File: src/rtl/led_scan_pkg.sv
// led_scan_pkg: shared definitions for the LED scan controller.
//   scan_state_t   - FSM state encoding (IDLE / SHOW / BLANK)
//   SEG_PAT        - 16-entry active-low hex segment patterns {g,f,e,d,c,b,a}
//   SEG_BLANK_DIG  - pattern for a blanked (leading-zero) digit
//   SEG_OFF/AN_OFF - all segments / all anodes dark
package led_scan_pkg;

    typedef enum logic [1:0] {
        ST_IDLE  = 2'd0,
        ST_SHOW  = 2'd1,
        ST_BLANK = 2'd2
    } scan_state_t;

    localparam logic [7:0] SEG_OFF       = 8'hFF;
    localparam logic [3:0] AN_OFF        = 4'hF;
    localparam logic [6:0] SEG_BLANK_DIG = 7'h7F;

    localparam logic [6:0] SEG_PAT [16] = '{
        7'h40, 7'h79, 7'h24, 7'h30,   // 0 1 2 3
        7'h19, 7'h12, 7'h02, 7'h78,   // 4 5 6 7
        7'h00, 7'h10, 7'h08, 7'h03,   // 8 9 A b
        7'h46, 7'h21, 7'h06, 7'h0E    // C d E F
    };

endpackage

File: src/rtl/hex_seg_decode.sv
// hex_seg_decode: combinational hex nibble to 7-segment pattern.
// Ports:
//   nibble  in  4  hex digit value
//   seg_n   out 7  active-low segments {g,f,e,d,c,b,a}
module hex_seg_decode
    import led_scan_pkg::*;
(
    input  logic [3:0] nibble,
    output logic [6:0] seg_n
);

    assign seg_n = SEG_PAT[nibble];

endmodule

File: src/rtl/led_scan_ctrl.sv
// led_scan_ctrl: 4-digit common-anode 7-segment scan controller.
// A value/dp pair is taken over a ready/load handshake into a pending
// register and committed to the display register only at a frame boundary
// (or immediately while idle), so a frame never mixes old and new digits.
//
// Parameters:
//   CLK_DIV       clock cycles per digit slot (> BLANK_CYCLES)
//   BLANK_CYCLES  dark cycles at the end of every slot (>= 1)
// Ports:
//   clk         in   system clock, rising edge
//   rst_n       in   async active-low reset
//   enable      in   1 = scan, 0 = dark
//   load        in   load strobe, accepted while ready = 1
//   value       in   16  four hex nibbles, nibble k -> digit k
//   dp_in       in   4   decimal points, bit k -> digit k
//   ready       out  no commit pending
//   seg_n       out  8   active-low {dp,g,f,e,d,c,b,a}
//   an_n        out  4   active-low anodes
//   frame_tick  out  pulse on the last blank cycle of digit 3
//
// Build option: define LED_SCAN_LEADING_ZERO_BLANK_EN to blank leading
// zero digits 3..1 (anode and DP still driven).
//
// state  | meaning
// -------+---------------------------------------------------
// IDLE   | display dark, waiting for enable
// SHOW   | anode of digit d on, decoded nibble on segments
// BLANK  | all dark between digits to suppress ghosting
module led_scan_ctrl
    import led_scan_pkg::*;
#(
    parameter int CLK_DIV      = 50000,
    parameter int BLANK_CYCLES = 16
) (
    input  logic        clk,
    input  logic        rst_n,
    input  logic        enable,
    input  logic        load,
    input  logic [15:0] value,
    input  logic [3:0]  dp_in,
    output logic        ready,
    output logic [7:0]  seg_n,
    output logic [3:0]  an_n,
    output logic        frame_tick
);

    localparam int CNT_W = (CLK_DIV > 1) ? $clog2(CLK_DIV) : 1;
    localparam logic [CNT_W-1:0] SHOW_LAST = CNT_W'(CLK_DIV - BLANK_CYCLES - 1);
    localparam logic [CNT_W-1:0] CNT_LAST  = CNT_W'(CLK_DIV - 1);

    scan_state_t      state_q, state_d;
    logic [CNT_W-1:0] cnt_q, cnt_d;
    logic [1:0]       dig_q, dig_d;

    logic [15:0] disp_val_q, disp_val_d, pend_val_q;
    logic [3:0]  disp_dp_q, disp_dp_d, pend_dp_q;
    logic        ready_q, ready_d;

    logic        boundary, commit, load_acc;
    logic [3:0]  nibble_d;
    logic        dp_bit_d;
    logic        lead_zero;
    logic [6:0]  dec_seg;
    logic [7:0]  seg_d;
    logic [3:0]  an_d;
    logic        tick_d;

    // ---------------- FSM ----------------
    always_ff @(posedge clk or negedge rst_n) begin
        if (!rst_n) begin
            state_q <= ST_IDLE;
            cnt_q   <= '0;
            dig_q   <= '0;
        end else begin
            state_q <= state_d;
            cnt_q   <= cnt_d;
            dig_q   <= dig_d;
        end
    end

    always_comb begin
        state_d = state_q;
        cnt_d   = cnt_q;
        dig_d   = dig_q;
        if (!enable) begin
            state_d = ST_IDLE;
            cnt_d   = '0;
            dig_d   = '0;
        end else begin
            unique case (state_q)
                ST_IDLE: begin
                    state_d = ST_SHOW;
                    cnt_d   = '0;
                    dig_d   = '0;
                end
                ST_SHOW: begin
                    cnt_d = cnt_q + 1'b1;
                    if (cnt_q == SHOW_LAST) state_d = ST_BLANK;
                end
                ST_BLANK: begin
                    if (cnt_q == CNT_LAST) begin
                        state_d = ST_SHOW;
                        cnt_d   = '0;
                        dig_d   = dig_q + 1'b1;
                    end else begin
                        cnt_d = cnt_q + 1'b1;
                    end
                end
                default: begin
                    state_d = ST_IDLE;
                    cnt_d   = '0;
                    dig_d   = '0;
                end
            endcase
        end
    end

    // ---------------- handshake / commit ----------------
    assign boundary = (state_q == ST_BLANK) && (cnt_q == CNT_LAST) && (dig_q == 2'd3);
    // ready_q = 1 implies nothing pending, so accept and commit never coincide;
    // a load taken on the boundary cycle therefore waits for the next boundary.
    assign commit   = !ready_q && ((state_q == ST_IDLE) || boundary);
    assign load_acc = load && ready_q;

    always_comb begin
        disp_val_d = commit ? pend_val_q : disp_val_q;
        disp_dp_d  = commit ? pend_dp_q  : disp_dp_q;
        ready_d    = ready_q;
        if (load_acc)    ready_d = 1'b0;
        else if (commit) ready_d = 1'b1;
    end

    // ---------------- next-cycle outputs ----------------
    // Outputs are computed from next-state values and registered, so they
    // line up with the state they describe and the new display value is
    // visible on the very first SHOW after a commit.
    always_comb begin
        unique case (dig_d)
            2'd0: begin nibble_d = disp_val_d[3:0];   dp_bit_d = disp_dp_d[0]; end
            2'd1: begin nibble_d = disp_val_d[7:4];   dp_bit_d = disp_dp_d[1]; end
            2'd2: begin nibble_d = disp_val_d[11:8];  dp_bit_d = disp_dp_d[2]; end
            2'd3: begin nibble_d = disp_val_d[15:12]; dp_bit_d = disp_dp_d[3]; end
            default: begin nibble_d = disp_val_d[3:0]; dp_bit_d = disp_dp_d[0]; end
        endcase
    end

    hex_seg_decode u_dec (
        .nibble (nibble_d),
        .seg_n  (dec_seg)
    );

    always_comb begin
`ifdef LED_SCAN_LEADING_ZERO_BLANK_EN
        unique case (dig_d)
            2'd3:    lead_zero = (disp_val_d[15:12] == 4'h0);
            2'd2:    lead_zero = (disp_val_d[15:8]  == 8'h00);
            2'd1:    lead_zero = (disp_val_d[15:4]  == 12'h000);
            default: lead_zero = 1'b0;
        endcase
`else
        lead_zero = 1'b0;
`endif
        seg_d  = SEG_OFF;
        an_d   = AN_OFF;
        if (state_d == ST_SHOW) begin
            seg_d = {~dp_bit_d, (lead_zero ? SEG_BLANK_DIG : dec_seg)};
            an_d  = ~(4'b0001 << dig_d);
        end
        tick_d = (state_d == ST_BLANK) && (cnt_d == CNT_LAST) && (dig_d == 2'd3);
    end

    // ---------------- data + output registers ----------------
    always_ff @(posedge clk or negedge rst_n) begin
        if (!rst_n) begin
            disp_val_q <= '0;
            disp_dp_q  <= '0;
            pend_val_q <= '0;
            pend_dp_q  <= '0;
            ready_q    <= 1'b1;
            seg_n      <= SEG_OFF;
            an_n       <= AN_OFF;
            frame_tick <= 1'b0;
        end else begin
            disp_val_q <= disp_val_d;
            disp_dp_q  <= disp_dp_d;
            if (load_acc) begin
                pend_val_q <= value;
                pend_dp_q  <= dp_in;
            end
            ready_q    <= ready_d;
            seg_n      <= seg_d;
            an_n       <= an_d;
            frame_tick <= tick_d;
        end
    end

    assign ready = ready_q;

endmodule
File: config.mk
export PLATFORM = sky130hd
export DESIGN_NAME = led_scan_ctrl
export DESIGN_NICKNAME = d
export VERILOG_FILES = /design/src/rtl/led_scan_pkg.sv /design/src/rtl/hex_seg_decode.sv /design/src/rtl/led_scan_ctrl.sv
export SDC_FILE = /design/constraint.sdc
export NUM_CORES = 1
export LEC_CHECK = 0
export BUFFER_PORTS_ARGS = -buffer_cell sky130_fd_sc_hd__buf_2
export CORE_ASPECT_RATIO = 1.25
export CORE_UTILIZATION = 53
export DETAILED_ROUTE_END_ITERATION = 8
export PLACE_DENSITY = 0.81
export SYNTH_ARGS = -nofsm -noshare
export SYNTH_HDL_FRONTEND = slang
export SYNTH_HIERARCHICAL = 1
export SYNTH_SLANG_ARGS = --single-unit
File: constraint.sdc
create_clock -name clk -period 4.2 [get_ports clk]
set_input_delay 1.26 -clock clk [delete_from_list [all_inputs] [get_ports clk]]
set_output_delay 1.26 -clock clk [all_outputs]
set_load 0.005 [all_outputs]
==> results of run 1 <==
[flip-flops by register name (all words and copies together) (netlist names)]
register,cells
pend_val_q,16
frame_tick,1
an_n,4
disp_dp_q,4
seg_n,8
state_q,2
ready,1
dig_q,2
disp_val_q,16
pend_dp_q,4
cnt_q,16
[stage by stage]
stage,total power (uW),hold WS [ns],setup WS [ns],instances,util
2_1_floorplan,1670,0.466,0.289,320,-
3_3_place_gp,1870,0.475,0.248,444,0.604
3_5_place_dp,1920,0.482,0.204,444,0.604
4_1_cts,2610,0.499,0.146,460,0.640
5_1_grt,2770,0.510,0.00747,461,0.643
6_report,2610,0.498,0.194,461,0.643
[kinds of logic after synthesis]
| family | count (synthesis) |
|---|---|
| compound gates | 39 |
| xor+xnor | 16 |
| fa+ha+maj | 13 |
| buf+inv | 27 |
| flops | 74 |
| mux | 44 |
| simple gates | 107 |
[placed cells by master (no fill, tap or decap), types with 2 or more instances in the layout]
cell type | synthesis | final
or3_1 | 2 | 2
a21oi_1 | 4 | 3
o21ai_0 | 7 | 7
buf_4 | 3 | 15
clkbuf_8 | 0 | 9
o211ai_1 | 2 | 2
mux2_2 | 42 | 42
and2_1 | 4 | 4
buf_2 | 1 | 37
o22ai_1 | 2 | 2
nand2b_1 | 12 | 12
nor3_1 | 7 | 7
o21ai_1 | 2 | 2
nor4_1 | 2 | 2
and3_1 | 6 | 6
nand3_1 | 14 | 14
nor2_1 | 19 | 19
nand4_1 | 5 | 5
a21o_1 | 2 | 2
a211oi_1 | 2 | 2
ha_1 | 13 | 13
nor4b_1 | 2 | 2
and4_1 | 2 | 2
or2_2 | 2 | 2
mux2i_1 | 2 | 2
bufinv_16 | 0 | 3
o31a_1 | 3 | 3
o32a_1 | 3 | 3
xnor2_1 | 9 | 9
dfrtp_1 | 61 | 61
o31ai_1 | 2 | 2
xor2_1 | 7 | 7
nand2_1 | 21 | 21
dfstp_2 | 13 | 13
inv_1 | 12 | 12
a31oi_1 | 3 | 3
[cell usage after synthesis (2+ instances only)]
library cell	n
a211oi_1	2
a21o_1	2
a21oi_1	4
a31oi_1	3
and2_1	4
and3_1	6
and4_1	2
buf_4	3
buf_6	4
clkbuf_1	7
dfrtp_1	61
dfstp_2	13
ha_1	13
inv_1	12
mux2_2	42
mux2i_1	2
nand2_1	21
nand2b_1	12
nand3_1	14
nand4_1	5
nor2_1	19
nor3_1	7
nor4_1	2
nor4b_1	2
o211ai_1	2
o21ai_0	7
o21ai_1	2
o22ai_1	2
o31a_1	3
o31ai_1	2
o32a_1	3
or2_2	2
or3_1	2
xnor2_1	9
xor2_1	7
[power by group]
group          internal, uW  total [uW]  switching [uW]
Combinational           453         881             428
Clock                   397         655             258
Sequential              972        1080             105
Total                  1820        2610             791
[timing repair]
item                                    4_1_cts  5_1_grt
setup buffers                                 0        1
gates resized for setup                       0        2
endpoints found under the hold margin         0        0
endpoints found under the setup margin        0        2
[final cells by class]
| type | count | area share |
|---|---|---|
| Tap cell | 87 | 0.0256 |
| Sequential cell | 74 | 0.440 |
| Clock inverter | 6 | 0.0265 |
| Clock buffer | 10 | 0.0300 |
| Multi-Input combinational cell | 219 | 0.393 |
| Inverter | 12 | 0.0106 |
| Timing Repair Buffer | 53 | 0.0748 |
[per-layer routing]
metal | GRT usage | up-vias | wire, um
met5 | 0 | - | 0
met4 | 0.117 | 0 | 180
met3 | 0.0444 | 14 | 274
met2 | 0.433 | 68 | 4180
met1 | 0.259 | 1298 | 3090
li1 | - | 1233 | -
[worst paths after layout]
kind	depth (start not counted)	end	slack, ns
min reg2reg	1	disp_val_q[4]$_DFF_PN0_	0.50
max	12	seg_n[0]$_DFF_PN1_	0.19
max in group asynchronous	2	ready$_DFFE_PN1P_	2.34
min	1	disp_val_q[4]$_DFF_PN0_	0.50
min in group asynchronous	1	pend_dp_q[0]$_DFFE_PN0P_	1.02
max reg2reg	12	seg_n[0]$_DFF_PN1_	0.19
[worst max-delay path, delay by kind of cell, from the launching register on]
kind | cells | cell delay (ns)
AO/OA/AOI/OAI | 4 | 0.89
AND/OR/NAND/NOR | 5 | 1.82
flip-flops | 1 | 0.43
adder cells (fa/ha/maj) | 1 | 0.23
multiplexers | 1 | 0.38
buffers and inverters | 1 | 0.18
==> impl_results.md, run 1 <==
* Ys flop type: dfrtp_1
* Crit path kind: flip-flop to flip-flop
* Maximum VDD drop at 0.251 mV
* DRC viols at 0
* Max_cap viols at 0
* Sequential share of the synthesized area at 0.509
* Delay of the slowest critical-path stage at 0.61 ns
* Count of flip-flops with a built-in enable after synthesis at 0
* Share of layout cells above drive strength 1 at 0.353
* Sink Count at 74
* Yosys reg bits at 74
* Syn Nets at 357
* CTS tree: yes
* Die Width at 76.4 um
* Initial antenna violation count at 0
* Largest family of logic cells by synthesized area: simple AND/OR/NAND/NOR gates
* Slew HR at 0.419
* Post-route cell area at 4250 um2
* Crit. Startpoint: cnt_q[10]$_DFF_PN0_
* Fill cells at 460
* RSZ-0062 raised after global routing: false
* IO Port Bufs at 37
* Vias at 2613
* Post-synthesis cell area at 3670 um2
* CTS Buffer Depth at 2
* Setup TNS Final at 0 ns
* Gr ovfl total at 0
* Starting density of the core at 0.555
* Min-Delay Startpoint: disp_val_q[4]$_DFF_PN0_
* Synth Area in Simple Gates at 0.159
* Final setup fails at 0
* First-pass GRT wire length at 13000 um
* Largest net degree at the start of global routing at 39
* Worst setup EP type: flip-flop
* Dpl hpwl at 5270 um
* CP max stage cell: or4_4
* Io pins at 38
* Fmax at 0.250 GHz
* Most used cell along the critical path: o21ai_0
* Synth Area in Adders at 0.0444
* Core Area at 6610 um2
* Post-synth top area share at 0.416
* Drt via density at 5.67
* Post-CTS Hold Buffers at 0
* Cells after Synth at 320
* Hold Path Class: flip-flop to flip-flop
* Vias in the first global route at 2700
* Register area at 1870 um2
* Crit path time final at 4.01 ns
* Slew Viols, Final at 0
* Pleak at 0.00182 uW
* Synth Area in Compound Gates at 0.0751
* Cell taking the most area after synthesis: dfrtp_1
* Hold Fails Final Rpt at 0
* Multi-input gate area at 1670 um2
* CP cell instances: or4b_4 > or4_4 > o31ai_4 > buf_12 > mux2_2 > and3_1 > o32a_1 > ha_1 > or2_2 > o21ai_0 > o21ai_0 > nand2b_1
* Pwr dens at 615 nW/um2
* Crit path launch type: flip-flop
* Die Ht at 95 um
* Synth Area per Inst at 11.5 um2
* Die area at 7260 um2
* Pre-antenna DRT Iters at 4
* H-Tree Level Count at 3
* DRT Wirelength at 7730 um
* Synth top area cells: dfrtp_1 42%, mux2_2 13%, dfstp_2 9.3%, ha_1 4.4%, nand2_1 2.1%
* Critical path arrival at 4.27 ns
* N_diodes at 0
* Num CTS Buffers at 9
* Critical path peak fanout at 13
* Starting DRT DRC Count at 103
* XOR/XNOR share of the synthesized area at 0.0382
* DR WL/cell at 16.8 um
* Routability cong. at 0.923
* Period utilization at 0.954
* Slew @ Worst Pin at 0.869 ns
* Layout Skew at 0.00930 ns
* Yosys warning total at 6
* Clock Latency Late Sink at 0.34 ns
* Antenna-violating nets left at 0
* Tot GR Track Use at 0.235
* DP Area at 3990 um2
* Ys async rst share at 1.00
* Fin nets at 406
* P&R area growth vs syn at 15.8%
* CTS Root Cell: clkbuf_8
* Post-synthesis mux area share at 0.134
* Post-synthesis cell type count at 52
* Worst path required time at 4.47 ns
* Worst r2r src: cnt_q[10]$_DFF_PN0_
* # rows at 33
* Status: finished, final reports clean
* Clock-pin slew on the worst setup and hold paths at 0.07 ns
Note: power is estimated with default switching activity, not from simulation.
==> inputs of run 2 (changes only) <==
- CORE_ASPECT_RATIO: 1.25 -> 1.4
==> run 2 against run 1 <==
Effect of this change:
- flip-flop and latch count is the same
- core utilization decreased by 1.7 points
- via count decreased by 4.5%
- clock skew is 0.0038 ns lower
- routed wire length shrank 9.2%
- sequential share of layout area is 0.86 points higher
- largest cell class unchanged
==> impl_results.md, run 2 (synthesized netlist as in run 1, its figures left out) <==
* CTS Root Cell: clkbuf_8 (unchanged)
* Crit path kind: flip-flop to flip-flop (unchanged)
* Core Area at 6660 um2 (was 6610 um2)
* Critical path arrival at 4.31 ns (was 4.27 ns)
* Sequential group share of total power at 0.433 (was 0.412)
* RSZ-0062 raised after global routing: false (unchanged)
* Vias in the first global route at 2536 (was 2700)
* Worst setup EP type: flip-flop (unchanged)
* Finished Layout Cells at 461 (unchanged)
* Biggest regs: cnt_q x16, disp_val_q x16, pend_val_q x16 (unchanged)
* IO Port Bufs at 37 (unchanged)
* Drt via density at 5.41 (was 5.67)
* PostCTS Resize Cnt at 0 (unchanged)
* Slew HR at 0.456 (was 0.419)
* Fill cells at 520 (was 460)
* Setup TNS Final at 0 ns (unchanged)
* Largest net degree at the start of global routing at 58 (was 39)
* H-Tree Level Count at 3 (unchanged)
* Fin nets at 401 (was 406)
* CTS Buffer Depth at 2 (unchanged)
* Met1 Wirelength at 3000 um (was 3090 um)
* Post-layout util at 0.626 (was 0.643)
* Switching share of power at 0.310 (was 0.303)
* Share of layout cells above drive strength 1 at 0.344 (was 0.353)
* DR WL/cell at 15.2 um (was 16.8 um)
* Commonest non-fill, non-tap cell in the layout: dfrtp_1 (unchanged)
* Maximum VDD drop at 0.264 mV (was 0.251 mV)
* # rows at 35 (was 33)
* Routability cong. at 0.911 (was 0.923)
* Cells after DPL at 445 (was 444)
* Gr ovfl total at 0 (unchanged)
* N_diodes at 0 (unchanged)
* Clock Latency Late Sink at 0.34 ns (about the same)
* Max_cap viols at 0 (unchanged)
* P&R area growth vs syn at 13.6% (was 15.8%)
* Crit path time final at 4.04 ns (was 4.01 ns)
* Most frequent cells in the layout: 61 x dfrtp_1, 42 x mux2_2, 37 x buf_2, 21 x nand2_1, 19 x nor2_1 (unchanged)
* Die Width at 72.3 um (was 76.4 um)
* Final setup fails at 0 (unchanged)
* Slew Viols, Final at 0 (unchanged)
* Num CTS Buffers at 9 (unchanged)
* Post-Place Worst Slack at 0.187 ns (was 0.204 ns)
* Io pins at 38 (unchanged)
* Pwr dens at 592 nW/um2 (was 615 nW/um2)
* Power Total at 2470 uW (was 2610 uW)
* Hold Path Class: flip-flop to flip-flop (unchanged)
* Critical path peak fanout at 13 (unchanged)
* Metal3 WL at 180 um (was 274 um)
* Starting DRT DRC Count at 158 (was 103)
* DRT Wirelength at 7010 um (was 7730 um)
* Initial antenna violation count at 0 (unchanged)
* Slew @ Worst Pin at 0.813 ns (was 0.869 ns)
* Starting density of the core at 0.551 (was 0.555)
* Postcts setup bufs at 0 (unchanged)
* Pre-antenna DRT Iters at 4 (unchanged)
* Topmost layer with routed signal wires: met4 (unchanged)
* Combinational fraction of design power at 0.343 (was 0.337)
* PnR worst setup slack at 0.159 ns (was 0.194 ns)
* Sink Count at 74 (unchanged)
* Post-CTS Hold Buffers at 0 (unchanged)
* Clock power frac at 0.224 (was 0.251)
* DRC viols at 0 (unchanged)
* Hold Fails Final Rpt at 0 (unchanged)
* Dpl hpwl at 4980 um (was 5270 um)
* Layout Skew at 0.00548 ns (was 0.00930 ns)
* Metal2 WL at 3730 um (was 4180 um)
* Pleak at 0.00177 uW (was 0.00182 uW)
* CTS tree: yes (unchanged)
* Net Sw Power at 764 uW (was 791 uW)
* Status: finished, final reports clean (unchanged)
* Tot GR Track Use at 0.213 (was 0.235)
* Period utilization at 0.962 (was 0.954)
* Fmax at 0.247 GHz (was 0.250 GHz)
* Worst path required time at 4.47 ns (about the same)
* Die Ht at 100 um (was 95 um)
* Crit path launch type: flip-flop (unchanged)
* Vias at 2496 (was 2613)
* Die area at 7260 um2 (about the same)
* Clock-pin slew on the worst setup and hold paths at 0.07 ns (about the same)
* P_int at 1700 uW (was 1820 uW)
* Antenna-violating nets left at 0 (unchanged)
* First-pass GRT wire length at 11900 um (was 13000 um)
-- run 2: cell types whose count changed in the layout (fill, tap and decap cells not counted), sizes merged --
cell,delta
buf,-5
bufinv,-2
clkinv,+1
clkinvlp,+1
-- run 2: worst max-delay path, cell delays in order, from the launching register on --
cell	delay, ns
dfrtp_1	0.43
or4b_4	0.55
or4_4	0.60
o31ai_2	0.32
buf_12	0.18
mux2_2	0.35
o31a_1	0.24
o32a_1	0.43
ha_1	0.23
or2_2	0.28
a21oi_1	0.16
a31oi_1	0.05
nand2b_1	0.14
-- run 2: per-layer routing --
| metal | GRT usage | up-vias |
|---|---|---|
| li1 | - | 1211 |
| met1 | 0.249 | 1237 |
| met2 | 0.380 | 37 |
| met3 | 0.0512 | 11 |
| met4 | 0.0633 | 0 |
| met5 | 0 | - |
-- run 2: path summary, 6_finish.rpt --
path                                    startpoint                         to  slack (ns)  depth (start not counted)
min in group asynchronous                    rst_n     disp_dp_q[1]$_DFF_PN0_        0.83                          1
max reg2reg                    cnt_q[10]$_DFF_PN0_         seg_n[3]$_DFF_PN1_        0.16                         12
min reg2reg                disp_val_q[6]$_DFF_PN0_    disp_val_q[6]$_DFF_PN0_        0.50                          1
min                        disp_val_q[6]$_DFF_PN0_    disp_val_q[6]$_DFF_PN0_        0.50                          1
max in group asynchronous                    rst_n  pend_val_q[2]$_DFFE_PN0P_        2.35                          2
max                            cnt_q[10]$_DFF_PN0_         seg_n[3]$_DFF_PN1_        0.16                         12
-- run 2: stage by stage --
stage / instance area, um2 / hold slack, ns
global placement: 3960 / 0.475
global route: 4170 / 0.515
detailed placement: 3960 / 0.484
finish: 4170 / 0.498
CTS: 4170 / 0.501
floorplan: 3670 / 0.466
-- run 2: area by class of cell --
class,instances,area [um2],area share
Sequential cell,74,1870,0.448
Multi-Input combinational cell,219,1660,0.397
Timing Repair Buffer,48,280,0.0673
Clock buffer,10,138,0.0330
Tap cell,92,115,0.0276
Clock inverter,6,65.1,0.0156
Inverter,12,45.0,0.0108
-- run 2: power by group through the flow --
stage | clock [uW] | combinational (uW) | sequential, uW
after floorplan | 0 | 627 | 1050
after global placement | 0 | 800 | 1070
after detailed placement | 0 | 834 | 1080
after CTS | 562 | 848 | 1070
after global routing | 593 | 937 | 1100
final | 553 | 846 | 1070
==> inputs of run 3 (changes only) <==
- CORE_UTILIZATION: 53 -> 45
- PLACE_DENSITY: 0.81 -> 0.74
==> run 3 against run 2 <==
Effect of this change:
- combinational power down 3.1%
- routed wire length up 3.1%
- clock skew up 0.0014 ns
- setup slack worse by 0.013 ns
- design area up 0.54%
- flip-flop and latch count unchanged
- cell count up 2.4%
- total power down 0.66%
- clock power up 3%
- via count up 0.60%
- die area up 17%
- critical path type unchanged
- highest routed layer unchanged
==> impl_results.md, run 3 (synthesized netlist as in run 1, its figures left out) <==
* Status: finished, final reports clean (unchanged)
* Critical path arrival at 4.34 ns (was 4.31 ns)
* Finished Layout Cells at 472 (was 461)
* CP cell instances: or4b_4 > or4_4 > o31ai_2 > buf_4 > mux2_2 > o31a_1 > o32a_1 > ha_1 > or2_2 > a21oi_1 > a31oi_1 > nand2b_1 (was or4b_4 > or4_4 > o31ai_2 > buf_12 > mux2_2 > o31a_1 > o32a_1 > ha_1 > or2_2 > a21oi_1 > a31oi_1 > nand2b_1)
* RSZ-0062 raised after global routing: false (unchanged)
* Antenna-violating nets left at 0 (unchanged)
* CTS Buffer Depth at 2 (unchanged)
* Crit path launch type: flip-flop (unchanged)
* Vias at 2511 (was 2496)
* Die Ht at 109 um (was 100 um)
* Slew Viols, Final at 0 (unchanged)
* Vias in the first global route at 2579 (was 2536)
* Fin nets at 404 (was 401)
* IO Port Bufs at 37 (unchanged)
* Num CTS Buffers at 9 (unchanged)
* Starting DRT DRC Count at 114 (was 158)
* Slew @ Worst Pin at 0.910 ns (was 0.813 ns)
* Crit path kind: flip-flop to flip-flop (unchanged)
* Io pins at 38 (unchanged)
* Starting density of the core at 0.467 (was 0.551)
* Most frequent cells in the layout: 61 x dfrtp_1, 42 x mux2_2, 37 x buf_2, 21 x nand2_1, 19 x nor2_1 (unchanged)
* R2r setup slk at 0.15 ns (was 0.16 ns)
* Commonest non-fill, non-tap cell in the layout: dfrtp_1 (unchanged)
* Worst setup EP type: flip-flop (unchanged)
* Hold Path Class: flip-flop to flip-flop (unchanged)
* CP max stage cell: or4_4 (unchanged)
* Clock Latency Late Sink at 0.36 ns (was 0.34 ns)
* CTS tree: yes (unchanged)
* Layout Skew at 0.00683 ns (was 0.00548 ns)
* Pleak at 0.00178 uW (was 0.00177 uW)
* Worst path required time at 4.49 ns (was 4.47 ns)
* DRC viols at 0 (unchanged)
* Setup TNS Final at 0 ns (unchanged)
* Core Area at 7850 um2 (was 6660 um2)
* Gr ovfl total at 0 (unchanged)
* Drt via density at 5.32 (was 5.41)
* Slew HR at 0.393 (was 0.456)
* First-pass GRT wire length at 11800 um (was 11900 um)
* Maximum VDD drop at 0.271 mV (was 0.264 mV)
* P&R area growth vs syn at 14.2% (was 13.6%)
* CTS Root Cell: clkbuf_8 (unchanged)
* Hold Fails Final Rpt at 0 (unchanged)
* Delay of the slowest critical-path stage at 0.60 ns (about the same)
* Critical path peak fanout at 15 (was 13)
* Share of layout cells above drive strength 1 at 0.347 (was 0.344)
* Power Total at 2450 uW (was 2470 uW)
* Die area at 8520 um2 (was 7260 um2)
* Crit path time final at 4.05 ns (was 4.04 ns)
* Initial antenna violation count at 0 (unchanged)
* Max_cap viols at 0 (unchanged)
* Cells after DPL at 456 (was 445)
* DRT Wirelength at 7230 um (was 7010 um)
* Final setup fails at 0 (unchanged)
* # rows at 38 (was 35)
* Clock-pin slew on the worst setup and hold paths at 0.08 ns (was 0.07 ns)
* Post-CTS Hold Buffers at 0 (unchanged)
* Postcts setup bufs at 0 (unchanged)
* H-Tree Level Count at 3 (unchanged)
* DR WL/cell at 15.3 um (was 15.2 um)
* Largest net degree at the start of global routing at 75 (was 58)
* Routability cong. at 0.858 (was 0.911)
* N_diodes at 0 (unchanged)
* Period utilization at 0.965 (was 0.962)
* Tot GR Track Use at 0.183 (was 0.213)
* PostCTS Resize Cnt at 0 (unchanged)
* Die Width at 78.3 um (was 72.3 um)
* Fmax at 0.247 GHz (about the same)
* Sink Count at 74 (unchanged)
* Pre-antenna DRT Iters at 4 (unchanged)
* Biggest regs: cnt_q x16, disp_val_q x16, pend_val_q x16 (unchanged)
* Pwr dens at 585 nW/um2 (was 592 nW/um2)
* Dpl hpwl at 5110 um (was 4980 um)
## run 3: cell count changes in the layout (fill, tap and decap cells not counted)
cell        delta
clkinvlp_4     +1
clkinv_2       -1
clkbuf_1       +1
clkbuf_8       +1
buf_4          +4
clkinv_4       -1
buf_12         -1
inv_6          -1
## run 3: area by class of cell
class | instances | area, um2
repair buffers | 51 | 290
well taps | 100 | 125
flip-flops and latches | 74 | 1870
clock buffers | 12 | 155
fillers | 688 | 3660
inverters | 12 | 45.0
clock inverters | 4 | 50.0
multi-input cells | 219 | 1660
## run 3: path summary, 6_finish.rpt
kind | startpoint | endpoint | cells past startpoint
max | cnt_q[10]$_DFF_PN0_ | seg_n[3]$_DFF_PN1_ | 12
min | disp_val_q[14]$_DFF_PN0_ | disp_val_q[14]$_DFF_PN0_ | 1
max reg2reg | cnt_q[10]$_DFF_PN0_ | seg_n[3]$_DFF_PN1_ | 12
min reg2reg | disp_val_q[14]$_DFF_PN0_ | disp_val_q[14]$_DFF_PN0_ | 1
max in group asynchronous | rst_n | pend_val_q[6]$_DFFE_PN0P_ | 2
min in group asynchronous | rst_n | pend_dp_q[1]$_DFFE_PN0P_ | 2
## run 3: layer usage
metal	share of wire	global-route usage
met1	0.43	0.202
met2	0.51	0.329
met3	0.030	0.0368
met4	0.023	0.0979
met5	0	0
## run 3: worst max-delay path: cells and delay by family (launching register included)
kind	cells	cell delay, ns
DFF	1	0.44
AOI/OAI and AO/OA	5	1.08
adders and majority gates	1	0.23
buffers and inverters	1	0.27
muxes	1	0.37
and+or+nand+nor	4	1.58
## run 3: where the power goes
| group | total, uW | internal [uW] | switching, uW |
|---|---|---|---|
| logic | 820 | 431 | 389 |
| clock network | 568 | 306 | 263 |
| registers | 1060 | 972 | 90.6 |
## run 3: stage by stage
step	hold slack (ns)	setup slack, ns	utilization	area, um2
finish	0.496	0.146	0.534	4190
global route	0.510	0.00268	0.534	4190
CTS	0.502	0.153	0.534	4190
detailed placement	0.485	0.166	0.508	3980
global placement	0.476	0.238	0.508	3980
floorplan	0.466	0.289	-	3670
